===== src/rtl/spi_instr_fetch.sv =====
// rtl/spi_instr_fetch.sv - SPI-slave instruction fetch front end with FIFO and MISO readback
// Bytes on MOSI become {opcode, operand} FIFO entries; a held result byte shifts out on MISO.
module spi_instr_fetch #(
  parameter int FIFO_DEPTH  = 4,
  parameter int SYNC_STAGES = 2
) (
  input  logic       clk,
  input  logic       reset,
  input  logic       spi_sclk,
  input  logic       spi_mosi,
  input  logic       spi_cs_n,
  output logic       spi_miso,
  output logic [3:0] instructionOut,
  output logic [3:0] operandOut,
  output logic       instr_valid,
  input  logic       instr_ready,
  input  logic [7:0] result_in,
  input  logic       result_load,
  output logic       overflow,
  output logic       busy
);
  localparam int AW = $clog2(FIFO_DEPTH);
  localparam int PW = $clog2(SYNC_STAGES + 2);
  localparam logic [PW-1:0] PRIME_CYCLES = PW'(SYNC_STAGES + 1);
  localparam logic [AW:0]   FULL_COUNT   = (AW+1)'(FIFO_DEPTH);

  logic [SYNC_STAGES-1:0] sclk_sync, mosi_sync, cs_sync;
  logic                   sclk_d, cs_d;
  logic [PW-1:0]          prime_cnt;
  logic                   frame_active;
  logic [2:0]             bit_cnt;
  logic [7:0]             rx_shift, tx_shift, result_reg;
  logic [7:0]             mem [FIFO_DEPTH];
  logic [AW-1:0]          wr_ptr, rd_ptr;
  logic [AW:0]            count;

  logic       sclk_s, mosi_s, cs_s, primed;
  logic       sclk_rise, sclk_fall, cs_fall, cs_rise;
  logic       push, pop, full, accept;
  logic [7:0] rx_byte;

  assign sclk_s = sclk_sync[SYNC_STAGES-1];
  assign mosi_s = mosi_sync[SYNC_STAGES-1];
  assign cs_s   = cs_sync[SYNC_STAGES-1];

  // Edges are ignored until the synchroniser has refilled after reset, so a
  // CS already low at reset release does not look like a fresh frame start.
  assign primed    = prime_cnt == PRIME_CYCLES;
  assign cs_fall   = primed && !cs_s && cs_d;
  assign cs_rise   = primed && cs_s && !cs_d;
  assign sclk_rise = frame_active && !cs_s && sclk_s && !sclk_d;
  assign sclk_fall = frame_active && !cs_s && !sclk_s && sclk_d;

  assign rx_byte = {rx_shift[6:0], mosi_s};
  assign push    = sclk_rise && (bit_cnt == 3'd7);
  assign full    = count == FULL_COUNT;
  assign instr_valid = count != '0;
  assign pop     = instr_valid && instr_ready;
  assign accept  = push && (!full || pop);

  assign instructionOut = instr_valid ? mem[rd_ptr][7:4] : 4'd0;
  assign operandOut     = instr_valid ? mem[rd_ptr][3:0] : 4'd0;
  assign busy           = !cs_s;

  always_ff @(posedge clk) begin
    if (!reset && accept) mem[wr_ptr] <= rx_byte;
  end

  always_ff @(posedge clk) begin
    if (reset) begin
      sclk_sync    <= '0;
      mosi_sync    <= '0;
      cs_sync      <= '1;
      sclk_d       <= 1'b0;
      cs_d         <= 1'b1;
      prime_cnt    <= '0;
      frame_active <= 1'b0;
      bit_cnt      <= 3'd0;
      rx_shift     <= 8'd0;
      tx_shift     <= 8'd0;
      spi_miso     <= 1'b0;
      result_reg   <= 8'd0;
      wr_ptr       <= '0;
      rd_ptr       <= '0;
      count        <= '0;
      overflow     <= 1'b0;
    end else begin
      sclk_sync <= {sclk_sync[SYNC_STAGES-2:0], spi_sclk};
      mosi_sync <= {mosi_sync[SYNC_STAGES-2:0], spi_mosi};
      cs_sync   <= {cs_sync[SYNC_STAGES-2:0], spi_cs_n};
      sclk_d    <= sclk_s;
      cs_d      <= cs_s;
      if (!primed) prime_cnt <= prime_cnt + 1'b1;
      if (result_load) result_reg <= result_in;

      if (cs_fall) begin
        frame_active <= 1'b1;
        bit_cnt      <= 3'd0;
        rx_shift     <= 8'd0;
        tx_shift     <= result_reg;
        spi_miso     <= result_reg[7];
      end else if (cs_rise || !frame_active) begin
        frame_active <= 1'b0;
        bit_cnt      <= 3'd0;
        spi_miso     <= 1'b0;
      end else begin
        if (sclk_rise) begin
          rx_shift <= rx_byte;
          bit_cnt  <= bit_cnt + 3'd1;
        end
        if (sclk_fall) begin
          tx_shift <= {tx_shift[6:0], 1'b0};
          spi_miso <= tx_shift[6];
        end
      end

      if (accept) wr_ptr <= wr_ptr + 1'b1;
      if (pop) rd_ptr <= rd_ptr + 1'b1;
      if (accept && !pop) count <= count + 1'b1;
      else if (pop && !accept) count <= count - 1'b1;
      if (push && !accept) overflow <= 1'b1;
    end
  end
endmodule


===== config.mk =====
export PLATFORM = sky130hd
export DESIGN_NAME = spi_instr_fetch
export DESIGN_NICKNAME = d
export VERILOG_FILES = /design/src/rtl/spi_instr_fetch.sv
export SDC_FILE = /design/constraint.sdc
export NUM_CORES = 1
export LEC_CHECK = 0
export ABC_CLOCK_PERIOD_IN_PS = 2300
export CORE_MARGIN = 10
export CORE_UTILIZATION = 57
export DETAILED_ROUTE_END_ITERATION = 8
export PLACE_DENSITY = 0.79
export SYNTH_ARGS = -nofsm -noshare
export SYNTH_HDL_FRONTEND = slang
export SYNTH_SLANG_ARGS = --single-unit
export TNS_END_PERCENT = 30

===== constraint.sdc =====
create_clock -name clk -period 2.3 [get_ports clk]
set_input_delay 0.23 -clock clk [delete_from_list [all_inputs] [get_ports clk]]
set_output_delay 0.23 -clock clk [all_outputs]
set_load 0.02 [all_outputs]

[Word level (Yosys, flattened, before mapping)]
Memories as Yosys holds them, arrays and structs flattened. A register that Yosys moved wholly into a read port is not among the register bits.
Cells that the tools add are included.
Storage, ports and cells
  bits in registers: 45
  memory bits (writable): 32
  bits of input ports: 15
  output and inout bits: 12
  logic and storage cells: 80
  memories kept: 1
Memory list
  mem: words 4, bits a word 8, rd ports 1, clocked after Yosys merged registers in 1, write ports 1, line 33  | logic [7:0] mem [FIFO_DEPTH];
Cells by class
  add/sub/neg operators: 6
  eq/ne operators: 4
  muxes and demuxes: 16
  bitwise gates (word level): 1
  reduce and logical (&&, ||, !) cells: 36
Operators by type and width (number)
  7-bit 2-to-1 mux: 3
  1-bit logical AND: 16
  1-bit logical NOT: 9
  4-bit 2-to-1 mux: 2
  1-bit 2-to-1 mux: 7
  2-bit by 1-bit adder with 2-bit output, second input constant: 3
  3-bit by 1-bit adder with 3-bit output, second input constant: 2
  3-bit equality test, second input constant: 2
  3-bit 2-to-1 mux: 2
  2-bit nonzero test: 3
  3-bit nonzero test: 2
  2-bit 2-to-1 mux: 2
  2-bit AND reduction: 2
  3-bit OR reduction: 1
  3-bit by 1-bit subtractor with 3-bit output, second input constant: 1
  2-bit equality test, second input constant: 1
  1-bit logical OR: 2
  2-bit inequality test, second input constant: 1
  2-bit OR reduction: 1
  1-bit inverter: 1

[Longest topological paths before layout]
Gate-level depths: netlist of the first run.
  word-level depth: 10
  depth in mapped cells: 10
  gate-level depth less buffers: 10

[Least setup slack after synthesis of the first run]
OpenSTA, ideal clock, no wires.
  kind: register to register
  from: register frame_active
  to: register count[2]
  setup time: 71 ps
  data arrival time: 2030 ps
  required time: 2229 ps
  slack: 200 ps
  cell stages (with the launch flop): 11
  buffers on the path: 1
  period minus slack after synthesis: 2100 ps
  cells stage by stage: dfxtp_1 buf_6 and4bb_2 nand3b_4 inv_2 ha_1 inv_1 fa_1 xor2_1 or3_1 a21oi_1
On the way
  cells in the longest elaborated chain, start to end: 8
  elaborated cells on any way between the ends: 10
  classes of those cells: 1 x mux; 9 x reduce/logical
Ends and longest elaborated chain
  start, declared: line 30  | logic frame_active;
  start signal, assigned: line 77  | frame_active <= 1'b0;
  start signal, assigned: line 97  | frame_active <= 1'b1;
  start signal, assigned: line 103  | frame_active <= 1'b0;
  1-bit logical AND (*) (3 in series): line 51  | assign sclk_rise = frame_active && !cs_s && sclk_s && !sclk_d;
  1-bit logical AND (*): line 55  | assign push = sclk_rise && (bit_cnt == 3'd7);
  1-bit logical AND (*): line 59  | assign accept = push && (!full || pop);
  1-bit logical NOT: line 120  | else if (pop && !accept) count <= count - 1'b1;
  1-bit logical AND: line 120
  2-bit nonzero test (no source line)
  end signal, assigned: line 119  | if (accept && !pop) count <= count + 1'b1;
  end signal, assigned: line 120
  end, declared: line 35  | logic [AW:0] count;
Mark *: on every way between the ends. The rest lies on a longest branch, timed or not.
A chain may end at the register's enable or synchronous reset.

[Worst setup path after layout of the first run]
  from: register count[0]
  to: register count[2]
On the way
  cells in the longest elaborated chain, start to end: 7
  elaborated cells on any way between the ends: 15
  classes of those cells: 2 x add/sub; 1 x eq/ne; 2 x mux; 10 x reduce/logical
Ends and longest elaborated chain
  branches (longest 7 deep; another with 3-bit by 1-bit subtractor with 3-bit output)
Parallel ways; which one is timed is not known. The select of a mux whose other input is x is not followed.

==> impl_metrics.json, run 1 <==
{
  "antenna_found_initial": 0,
  "max_slew_margin_pct": 61.1,
  "worst_path_largest_cell_delay_ps": 410,
  "netlist_instances": 261,
  "arrival_ps": 2400,
  "powerDensity_nw_per_um2": 879,
  "synthTopCellsByCount": "dfxtp_1 (47), edfxtp_1 (32), nand2_1 (27)",
  "status": "completed",
  "cts_setup_buffers": 0,
  "finalCritPeriodShare_pct": 92.8,
  "antenna_cells": 0,
  "ys_seq_area_share_pct": 58.7,
  "synth_flop_cell": "dfxtp_1",
  "globalplace.congestion": 0.766,
  "ys_async_sr_fraction_pct": 0,
  "rrSetupSlack_ps": 170,
  "cts_tree": "built",
  "clock_skew_ps": 6.50,
  "worst_pin_slew_ps": 580,
  "final_core_utilization_pct": 68.6,
  "register_area_um2": 1900,
  "max_clock_freq_mhz": 468,
  "cap_violations": 0,
  "period_needed_ps": 2130,
  "ff2ff_path_depth": 7,
  "routed_wl_mm": 5.39,
  "numCtsBuffers": 9,
  "r2r_end": "count[2]",
  "ir_drop_uv": 644,
  "wl_met1_mm": 2.36,
  "vias_per_cell": 5.36,
  "layout-drive-gt1-share_pct": 15.3,
  "clk_pin_slew_ps": 80,
  "worst_path_max_delay_cell": "dfxtp_1",
  "synth_most_common_cell": "dfxtp_1",
  "syn_to_final_growth_pct": 16.7,
  "ys_ff_latch": 79,
  "path_max_fanout": 6,
  "setup_viol": 0,
  "fin_hold_ws_ps": 423,
  "synthesis.nets": 285,
  "path_class": "reg -> reg",
  "cts_max_level": 3,
  "drv_slew": 0,
  "ys_types": 46,
  "root_buffer": "clkbuf_8",
  "end_kind": "flop",
  "dr_wl_met2_mm": 2.68,
  "dr_total_vias": 1999,
  "yosys.area.top_type": "edfxtp_1",
  "synth_top_area_share_pct": 29.7,
  "p_leak_nw": 1.41,
  "ant_nets": 0,
  "row_count": 27,
  "highest_layer": "met4",
  "die_h_um": 95.4,
  "synth_area_um2": 3240,
  "die_width_um": 95.4,
  "r2r-start": "count[0]",
  "clk_latency_ps": 340,
  "crit_buf_inv": 1,
  "clock_path_buffers": 2,
  "drt-initial-drc-count": 57,
  "hold_depth": 1,
  "cts.sinks": 79,
  "whs_endpoint": "cs_sync[1]",
  "final_cell_area_um2": 3780,
  "startpoint_type": "flop",
  "avgSynthCellArea_um2": 12.4,
  "post-dp-hpwl_mm": 3.85,
  "critPathTopFamily": "adder cells",
  "yosys_warnings": 0,
  "initial_utilization_pct": 58.8,
  "synth_area_leaders": "edfxtp_1 (30%), dfxtp_1 (29%), mux4_2 (5.6%)",
  "overflow": 0,
  "grt_pass1_vias": 1969,
  "drc": 0,
  "p_total_mw": 3.32,
  "layout.cells.non_filler": 373,
  "drt_first_pass_iters": 4,
  "wire_per_inst_um": 14.5,
  "grt_use_total_pct": 13.0,
  "grt_pass1_wl_mm": 9.16,
  "ios": 27,
  "fillCellCount": 405,
  "finalHoldViolations": 0,
  "required_ps": 2570,
  "dp_cells": 357,
  "io_buffers": 26,
  "hp-class": "reg -> reg",
  "largest_reg_flops": 32,
  "multi_input_area_um2": 1220,
  "rsz0062_at_grt": "no",
  "met3_length_um": 253,
  "fin_nets": 320,
  "fp.coreArea_um2": 5510,
  "cp_cell_sequence": "o31ai_1 -> ha_1 -> inv_1 -> fa_1 -> xor2_1 -> or3_1 -> a21oi_1",
  "die-area_um2": 9100,
  "grt_max_degree": 25,
  "placed_area_um2": 3600,
  "worst_hold_startpoint": "cs_sync[0]",
  "synth_edf_count": 32
}
[cells in the final DEF (no fill, tap or decap), types with 9 or more instances in the layout]
cell / synthesis / final
dfxtp_1: 47 / 47
edfxtp_1: 32 / 32
nand2_1: 27 / 27
nor2_1: 19 / 19
clkdlybuf4s50_1: 0 / 18
mux2i_1: 14 / 14
buf_4: 3 / 14
nor2b_1: 13 / 13
a21oi_1: 10 / 10
clkbuf_8: 0 / 9
[metrics by stage]
stage                     worst slack, ps  setup TNS (ps)
after detailed placement            -47.5           -47.5
after global placement               29.6               0
after global routing                 12.2               0
after floorplan                       200               0
after CTS                            89.9               0
final                                 165               0
[area by class of cell]
cell class,instances,area share (%)
inverter,7,0.695
tap,72,2.38
timing repair buffer,40,9.40
clock buffer,12,3.57
sequential,79,50.3
clock inverter,4,1.22
multi-input combinational,159,32.4
[cell families after synthesis]
family | Yosys count | synth area share [%]
AOI/OAI and AO/OA | 29 | 6.18
xor gates and xnor gates | 7 | 1.89
adders and majority gates | 9 | 3.71
buffers and inverters | 23 | 3.59
DFF | 79 | 58.7
muxes | 23 | 10.2
and+or+nand+nor | 91 | 15.6
[where the power goes]
group | internal (mW) | leakage (nW) | switching [mW]
clock network | 0.498 | 0.0880 | 0.463
logic | 0.348 | 0.651 | 0.436
registers | 1.51 | 0.668 | 0.0712
total | 2.35 | 1.41 | 0.970
[routing by layer]
| metal | GRT usage, % | vias to the layer above |
|---|---|---|
| met5 | 0 | - |
| met4 | 6.39 | 0 |
| met3 | 4.16 | 7 |
| met2 | 20.7 | 36 |
| met1 | 15.6 | 959 |
| li1 | - | 997 |
[what timing repair did]
action,4_1_cts,5_1_grt
gates resized for setup,9,0
setup endpoints to repair,9,0
hold endpoints to repair,0,0
hold buffers,0,0
[worst max-delay path by stage]
stage,from,endpoint,slack [ps],cells past startpoint
global route,count[0],instr_valid,10,3
CTS,count[0],instr_valid,90,3
global placement,instr_ready,count[2],30,10
floorplan,frame_active,count[2],200,10
detailed placement,instr_ready,count[2],-50,10
finish,count[0],count[2],170,7
No activity file was read; power rests on OpenSTA's default activity.
==> run 2, diff against run 1 <==
--- a/config.mk
+++ b/config.mk
@@ -10,7 +10,7 @@
 export CORE_UTILIZATION = 57
 export DETAILED_ROUTE_END_ITERATION = 8
 export PLACE_DENSITY = 0.79
+export RECOVER_POWER = 50
 export SYNTH_ARGS = -nofsm -noshare
 export SYNTH_HDL_FRONTEND = slang
 export SYNTH_SLANG_ARGS = --single-unit
-export TNS_END_PERCENT = 30
==> run 2 against run 1 <==
Net effect:
- hold slack hardly changed
- register-to-register slack is essentially flat
- power barely moved
- global-route usage stayed put
- cell count unchanged
- non-clock buffer count is the same
- die area unchanged
- clock skew barely moved
- first-iteration DRC count up 5.3%
==> impl_metrics.json, run 2 (same netlist as run 1, synthesis figures left out) <==
{
  "layout_common_cells": "dfxtp_1 (47), edfxtp_1 (32), nand2_1 (27)",
  "clk_pin_slew_ps": 80,
  "syn_to_final_growth_pct": 16.6,
  "worst_hold_startpoint": "cs_sync[0]",
  "row_count": 27,
  "layout-drive-gt1-share_pct": 15.0,
  "drc": 0,
  "setup_slack_ps": 165,
  "max_clock_freq_mhz": 468,
  "globalplace.congestion": 0.766,
  "ir_drop_uv": 643,
  "grt_pass1_vias": 1969,
  "startpoint_type": "flop",
  "final_core_utilization_pct": 68.6,
  "r2r_end": "count[2]",
  "ios": 27,
  "status": "completed",
  "path_class": "reg -> reg",
  "die_width_um": 95.4,
  "drt_first_pass_iters": 4,
  "startpoint": "count[0]",
  "cts_tree": "built",
  "hp-class": "reg -> reg",
  "fp.coreArea_um2": 5510,
  "place_ws_ps": -47.5,
  "io_buffers": 26,
  "final_common_cell": "dfxtp_1",
  "setup_viol": 0,
  "cts_max_level": 3,
  "clock_skew_ps": 6.31,
  "p_leak_nw": 1.41,
  "antenna_cells": 0,
  "post-dp-hpwl_mm": 3.85,
  "fin_nets": 320,
  "final_cell_area_um2": 3780,
  "grt_pass1_wl_mm": 9.16,
  "die_h_um": 95.4,
  "arrival_ps": 2400,
  "antenna_found_initial": 0,
  "postCtsHoldBufs": 0,
  "numCtsBuffers": 9,
  "worst_pin_slew_ps": 744,
  "drv_slew": 0,
  "layout.cells.non_filler": 373,
  "hold_depth": 1,
  "clock_path_buffers": 2,
  "initial_utilization_pct": 58.8,
  "finalCritPeriodShare_pct": 92.8,
  "grt_max_degree": 25,
  "r2r-start": "count[0]",
  "vias_per_cell": 5.35,
  "dr_total_vias": 1994,
  "dp_cells": 357,
  "cap_violations": 0,
  "finalHoldViolations": 0,
  "drt-initial-drc-count": 60,
  "die-area_um2": 9100,
  "largest_reg_flops": 32,
  "fin_setup_tns_ps": 0,
  "fin_hold_ws_ps": 423,
  "overflow": 0,
  "clk_latency_ps": 340,
  "ff2ff_path_depth": 7,
  "grt_use_total_pct": 13.0,
  "whs_endpoint": "cs_sync[1]",
  "path_max_fanout": 6,
  "ant_nets": 0,
  "placed_area_um2": 3600,
  "cts.sinks": 79,
  "period_needed_ps": 2130,
  "rsz0062_at_grt": "no",
  "root_buffer": "clkbuf_8",
  "p_total_mw": 3.32,
  "wire_per_inst_um": 14.4,
  "rrSetupSlack_ps": 170,
  "required_ps": 2570,
  "powerDensity_nw_per_um2": 879,
  "max_slew_margin_pct": 50.4,
  "routed_wl_mm": 5.39,
  "end_kind": "flop"
}
run 2: area by class of cell:
class	count	area, µm²
flip-flops and latches	79	1900
fillers	407	1730
multi-input cells	159	1220
repair buffers	40	352
clock buffers	12	135
well taps	72	90.1
clock inverters	4	46.3
inverters	7	26.3
run 2: worst max path at each step:
stage	slack (ps)	end	cells past startpoint
finish	170	count[2]	7
global route	10	instr_valid	3
CTS	90	instr_valid	3
detailed placement	-50	count[2]	10
global placement	30	count[2]	10
floorplan	200	count[2]	10
run 2: layer usage:
metal  up-vias  track usage [%]  share of wire (%)  wire (µm)
met5         -                0                  0          0
met4         0             6.39                1.8         96
met3         7             4.16                4.9        266
met2        38             20.7                 50       2680
met1       952             15.6                 44       2350
li1        997                -                  -          -
run 2: what timing repair did:
action,CTS,global route
setup endpoints to repair,9,0
buffers inserted,0,0
gates resized for setup,9,0
run 2: power breakdown:
part	switching (mW)	internal [mW]
Clock	0.463	0.498
Combinational	0.436	0.346
Sequential	0.0713	1.51
run 2: worst max-delay path: stages, from the launching register on:
cell and delay, ps:
dfxtp_1 410, o31ai_1 400, ha_1 230, inv_1 60
fa_1 370, xor2_1 160, or3_1 310, a21oi_1 150
==> variant: new RTL, flow settings as in run 1 <==
Make the reset (`reset`) asynchronous in one clocked block. Comments in the files are not updated.
--- a/src/rtl/spi_instr_fetch.sv
+++ b/src/rtl/spi_instr_fetch.sv
@@ -66,7 +66,7 @@
     if (!reset && accept) mem[wr_ptr] <= rx_byte;
   end
 
-  always_ff @(posedge clk) begin
+  always_ff @(posedge clk or posedge reset) begin
     if (reset) begin
       sclk_sync    <= '0;
       mosi_sync    <= '0;
Function: differs if reset is asserted again (counterexample within 4 cycles, from zero or initial values and one cycle with reset high); with reset held inactive, the same outputs for 10 cycles.
==> variant against run 1 <==
  * Non-clock buffer count decreased by 4
  * Count of clock-buffer cells in the layout is 1 lower
  * Routed wire length decreased by 8.9%
  * Cell area fell by 1.5%
  * Setup slack got worse by 31 ps
  * Synthesized area is 1.4% lower
  * Sequential cell count fell by 2
  * Largest cell class unchanged
Power is not compared: it rests on default switching activity, and its combinational part moved more than twofold at a synthesized area within 25%.
==> variant: results (changes against run 1) <==
Outcome -> complete, no violations
PostCTS Resize Cnt -> 8 (-1)
Pre-CTS setup slack -> 39.46 ps (+86.95 ps)
Hold Crit Class -> primary input to asynchronous set/reset pin
Non-clock buffering overhead -> 0.09076 (-0.003252)
Primary FF master, synth -> dfrtp_1
Drt initial violations -> 94 (+65%)
Syn_nets -> 233 (-18%)
Logic inverters -> 9 (+2)
Layout cell share with drive strength beyond 1 -> 0.2421 (+0.08924)
Global-route wire length before repair -> 8259 um (-9.9%)
Worst Tran Pin Value -> 468.8 ps (-111.3 ps)
Slowest stage cell, crit path -> clkdlybuf4s50_1
Mux cell area share after synthesis -> 0.1398 (+0.03744)
Pin count of the biggest net entering global routing -> 41 (+64%)
Power consumption -> 2574 uW
M1 GR Usage -> 0.1419 (-0.01460)
Met2 Track Usage GR -> 0.1865 (-0.02032)
Fraction of area in multi-input gates -> 0.2716 (-0.05247)
Most frequent cells after synthesis -> 42 x dfrtp_1, 32 x edfxtp_1, 22 x nand2_1, 21 x mux2_2, 12 x and2_1
Metal2 WL -> 2395 um (-11%)
Drt pass-1 iters -> 5 (+1)
Via density -> 5.228 (-2.4%)
Filler Cell Count -> 393 (-3.0%)
Xor/xnor share of the synthesized area -> 0.02468 (+0.005743)
Clock skew -> 7.549 ps (+1.047 ps)
Final Cell Area -> 3722 um2 (-1.5%)
Multi-input gates -> 114 (-28%)
==> variant: cell types whose count changed after synthesis, moves of 9 or more <==
| cell | before | now |
|---|---|---|
| and2_1 | 0 | 12 |
| mux2_2 | 1 | 21 |
| mux2i_1 | 14 | 0 |
| nor2b_1 | 13 | 0 |
| dfxtp_1 | 47 | 0 |
| nor3_1 | 9 | 0 |
| nor2_1 | 19 | 2 |
| dfrtp_1 | 0 | 42 |
==> variant: path summary, 6_finish.rpt <==
kind                                   startpoint                endpoint  slack (ps)  cells after the start
min                                         reset    count[0]$_DFFE_PP0P_         120                      2
min in group clk                         spi_cs_n    cs_sync[0]$_DFF_PP1_         290                      1
max reg2reg                  cs_sync[1]$_DFF_PP1_    count[1]$_DFFE_PP0P_         200                      7
max                          count[0]$_DFFE_PP0P_             instr_valid         130                      3
max in group asynchronous                   reset    cs_sync[0]$_DFF_PP1_        1670                      3
min reg2reg                mosi_sync[0]$_DFF_PP0_  mosi_sync[1]$_DFF_PP0_         360                      0
